--- src/rtl/glb_host_master.sv ---
// glb_host_master: host-port initiator for the global buffer with credit-limited in-order read responses
module glb_host_master #(
  parameter int RD_LATENCY = 2,
  parameter int RSP_DEPTH = 4
) (
  input  logic        clk,
  input  logic        reset,
  input  logic        cmd_valid,
  output logic        cmd_ready,
  input  logic        cmd_write,
  input  logic [31:0] cmd_addr,
  input  logic [63:0] cmd_data,
  input  logic [7:0]  cmd_strb,
  output logic [7:0]  host_wr_strb,
  output logic [31:0] host_wr_addr,
  output logic [63:0] host_wr_data,
  output logic        host_rd_en,
  output logic [31:0] host_rd_addr,
  input  logic [63:0] host_rd_data,
  output logic        rsp_valid,
  input  logic        rsp_ready,
  output logic [63:0] rsp_data,
  output logic        idle
);
  localparam int AW = $clog2(RSP_DEPTH);
  localparam int PW = AW + 1;
  localparam int CW = $clog2(RSP_DEPTH + 1);
  logic [CW-1:0] cred;
  logic [RD_LATENCY-1:0] tag;
  logic [63:0] mem [RSP_DEPTH];
  logic [PW-1:0] wp, rp;
  logic accept, rd_acc, push, pop, empty;
  assign cmd_ready = cred < CW'(RSP_DEPTH);
  assign accept = cmd_valid & cmd_ready;
  assign rd_acc = accept & ~cmd_write;
  assign push = tag[RD_LATENCY-1];
  assign empty = wp == rp;
  assign rsp_valid = ~empty;
  assign pop = rsp_valid & rsp_ready;
  assign rsp_data = empty ? '0 : mem[rp[AW-1:0]];
  assign idle = (cred == '0) & ~host_rd_en & ~|host_wr_strb;
  always_ff @(posedge clk) begin
    if (reset) begin
      cred <= '0;
      tag <= '0;
      wp <= '0;
      rp <= '0;
      host_wr_strb <= '0;
      host_wr_addr <= '0;
      host_wr_data <= '0;
      host_rd_en <= 1'b0;
      host_rd_addr <= '0;
    end else begin
      cred <= cred + CW'(rd_acc) - CW'(pop);
      tag[0] <= host_rd_en;
      for (int i = 1; i < RD_LATENCY; i++) tag[i] <= tag[i-1];
      wp <= wp + PW'(push);
      rp <= rp + PW'(pop);
      host_wr_strb <= (accept & cmd_write) ? cmd_strb : '0;
      host_rd_en <= rd_acc;
      if (accept & cmd_write) begin
        host_wr_addr <= cmd_addr;
        host_wr_data <= cmd_data;
      end
      if (rd_acc) host_rd_addr <= cmd_addr;
    end
  end
  // Storage needs no reset: the pointers define what is valid.
  always_ff @(posedge clk) begin
    if (push & ~reset) mem[wp[AW-1:0]] <= host_rd_data;
  end
endmodule

--- config.mk ---
export PLATFORM = sky130hd
export DESIGN_NAME = glb_host_master
export DESIGN_NICKNAME = d
export VERILOG_FILES = /design/src/rtl/glb_host_master.sv
export SDC_FILE = /design/constraint.sdc
export NUM_CORES = 1
export LEC_CHECK = 0
export BUFFER_PORTS_ARGS = -buffer_cell sky130_fd_sc_hd__buf_2
export CORE_ASPECT_RATIO = 1.2
export CORE_MARGIN = 2
export CORE_UTILIZATION = 30
export DETAILED_ROUTE_END_ITERATION = 6
export GPL_ROUTABILITY_DRIVEN = 0
export PLACE_DENSITY = 0.48
export SLEW_MARGIN = 30
export SYNTH_ARGS = -nofsm -noshare
export SYNTH_HDL_FRONTEND = slang
export SYNTH_SLANG_ARGS = --single-unit
--- constraint.sdc ---
create_clock -name clk -period 19.9 [get_ports clk]
set_input_delay 3.98 -clock clk [delete_from_list [all_inputs] [get_ports clk]]
set_output_delay 3.98 -clock clk [all_outputs]
set_load 0.02 [all_outputs]
==> key figures <==
Outcome
  • Status: finished, final reports clean

Synth
  • FFs w/ async S/R, synth: 0%
  • Cells after synthesis: roughly 1,000
  • FF+latch count, synth: about 400
  • Library cells used by synthesis: 26
  • Avg Cell Area, Syn: between 10 and 15 µm²
  • Post-synth top area share: 51.8%
  • Post-synth EDFFs: roughly 260
  • Post-synthesis net count: 1,217
  • Synth warn: 0
  • Sequential-to-total area share from yosys stat: a little under three quarters
  • Post-synth top area cell: edfxtp_1
  • Mapped Area: roughly 15,000 µm²
  • Top cells by count, synth: nand2_1 (258), edfxtp_1 (256), dfxtp_1 (148)
  • Top-count cell post-synth: nand2_1
  • Synth area leaders: edfxtp_1 (52%), dfxtp_1 (20%), mux4_2 (9.7%), nand2_1 (6.5%), a21oi_1 (4.3%)
  • Prevailing post-synth register cell: edfxtp_1

Critical path
  • CP Launch Type: register
  • Bufs and invs on worst path: 3
  • Arrival @ worst endpoint: between 2 and 3 ns
  • Critical path class: register to primary output
  • CP cell instances: buf_4 -> buf_12 -> mux4_2 -> nor2b_1 -> buf_2
  • Data required, critical path: ~16 ns
  • Critical path's largest stage delay: 0.65 ns
  • Top delay family on crit path: buffers and inverters
  • Reg2Reg Launch Point: rp[0]
  • Slowest CP cell: dfxtp_4
  • Critical Path Sink Type: primary output
  • Worst setup path startpoint: rp[0]
  • CP max FO: 25

Detailed routing
  • DR WL/cell: roughly 18 µm
  • Vias per std cell: between 4 and 5
  • Antenna-violating nets left: 0
  • Vias: roughly 9,400
  • First DRT Iteration DRCs: 385
  • First-pass DRT Iterations: 4
  • # DRC: 0
  • Final wirelength: 37,500 µm

Floorplan
  • Num ports: between 300 and 400
  • Die ar.: ~51,000 µm²
  • Chip width: between 200 and 250 µm
  • Core Box Area: between 40,000 and 50,000 µm²
  • Initial Util: a little under a third
  • Die Height: between 200 and 250 µm
  • Num rows: 89

Global route
  • Global-route wire length before repair: around 58,000 µm
  • Initial antenna violation count: 6
  • Met3 Track Usage GR: under 10%
  • Routing usage on met1: between 10% and 20%
  • GRT Total Usage: between 10% and 20%
  • Vias in the first global route: between 9,000 and 10,000
  • Grt ovf: 0
  • Pin count of the biggest net entering global routing: 93
  • Most Crowded Layer GR: met2
  • Met2 Use GR: between 20% and 30%

Clocking
  • Max Root-Sink Buffers: 3
  • CTS resizes: 0
  • Worst-Skew Late Latency: 0.55 ns
  • Clock root buffer master: clkbuf_16
  • Clock Pin Slew Worst Setup and Hold Paths: 0.05 ns
  • TritonCTS clock tree: built
  • Hold-fix buffers, CTS: 0
  • H-tree lvl count: 2
  • CTS Sinks: approximately 400
  • Num CTS Buffers: between 40 and 50
  • Post-CTS Setup Bufs: 0

Timing
  • Final setup vio count: 0
  • Minimum clock period: slightly below 7 ns
  • Clock Skews: between 0.009 and 0.01 ns
  • RSZ-0062 raised after global routing: false
  • Final period utilization: around a third
  • Final slew viol count: 0
  • Final hold vios: 0
  • Worst Tran Pin Value: between 0.9 and 1 ns
  • F_max: ~150 MHz
  • Setup TNS: 0 ns
  • Rel. slew slack: a little under two fifths

Placed design
  • Dpl hpwl: between 20,000 and 25,000 µm
  • Dpl cells: 1,998
  • IO buf count: roughly 380

Power and ir drop
  • Peak supply drop: ~0.058 mV
  • Pleak: 7.05 nW
  • Cell Pwr Density: around 100 nW/µm²

Finish
  • Nets: roughly 1,600
  • Share of cells above drive strength 1: 36.3%
  • Post-Layout Cell Count: around 2,100
  • Area grow syn2layout: 25.4%

Hold path
  • Hold Startpoint: tag[0]
  • Hold/Removal Path Class: register to register

Flow run
  • Max-Cap Viols: 0
final cells by class:
class / instances / area (µm²)
Fill cell: 4846 / 30400
Sequential cell: 404 / 10700
Multi-Input combinational cell: 563 / 3860
Timing Repair Buffer: 388 / 1990
Clock buffer: 59 / 1210
Tap cell: 637 / 797
Clock inverter: 11 / 57.6
Inverter: 6 / 22.5
Antenna cell: 2 / 5.00
layer usage:
metal	vias to the layer above	routed length [µm]
met4	2	798
met2	365	17400
met3	57	3880
met5	-	11
met1	4551	15400
li1	4425	-
power by group:
part,switching [mW],internal [mW],leakage [nW]
clock,0.313,0.422,0.627
combinational,0.124,0.0668,2.91
sequential,0.0162,0.917,3.51
total,0.453,1.41,7.05
flip-flops by register name, summed over array words and instances (netlist names):
signal,flops
mem,256
host_wr_data,64
host_rd_addr,32
host_wr_addr,32
host_wr_strb,8
cred,3
rp,3
wp,3
tag,2
host_rd_en,1
cells in the final DEF (no fill, tap or decap), types with 2 or more instances in the layout:
master     netlist  routed
nor4_1           3       3
clkbuf_16        0      45
xor2_1           3       3
inv_1            5       5
dfxtp_4          0       2
edfxtp_1       256     256
and2_1           8       8
nor2b_1         74      74
nand2_1        258     258
clkinv_2         0       5
nor2_1           6       4
clkinv_1         0       4
clkbuf_8         0       3
dfxtp_1        148     146
nor2_4           0       2
ha_1             6       6
diode_2          0       2
buf_2           33     375
mux4_2          64      64
buf_4            2      10
a21oi_1        128     128
xnor2_1          4       4
clkbuf_1        22      10
buf_6            7       2
kinds of logic after synthesis:
kind of cell / synth area share, %
and+or+nand+nor: 10.7
muxes: 9.71
xor gates and xnor gates: 0.413
AOI/OAI and AO/OA: 4.32
buffers and inverters: 2.45
DFF: 71.8
adders and majority gates: 0.641
per-stage QoR:
step | setup slack [ns] | hold WS, ns | total power [mW] | area, µm² | utilization, %
floorplan | 10.28 | 0.414 | 1.07 | 14800 | -
global placement | 13.33 | 0.432 | 1.14 | 17300 | 35.3
detailed placement | 13.35 | 0.433 | 1.15 | 17300 | 35.4
CTS | 12.86 | 0.447 | 1.89 | 18600 | 38.0
global route | 12.75 | 0.469 | 1.94 | 18600 | 38.0
finish | 13.02 | 0.450 | 1.86 | 18600 | 38.0
final timing paths:
kind | end | slack, ns | depth (start not counted)
max reg2reg | cred[2] | 16.65 | 11
max | rsp_data[42] | 13.02 | 5
min | tag[1] | 0.45 | 1
min reg2reg | tag[1] | 0.45 | 1
Power figures use the tool's default switching activity.
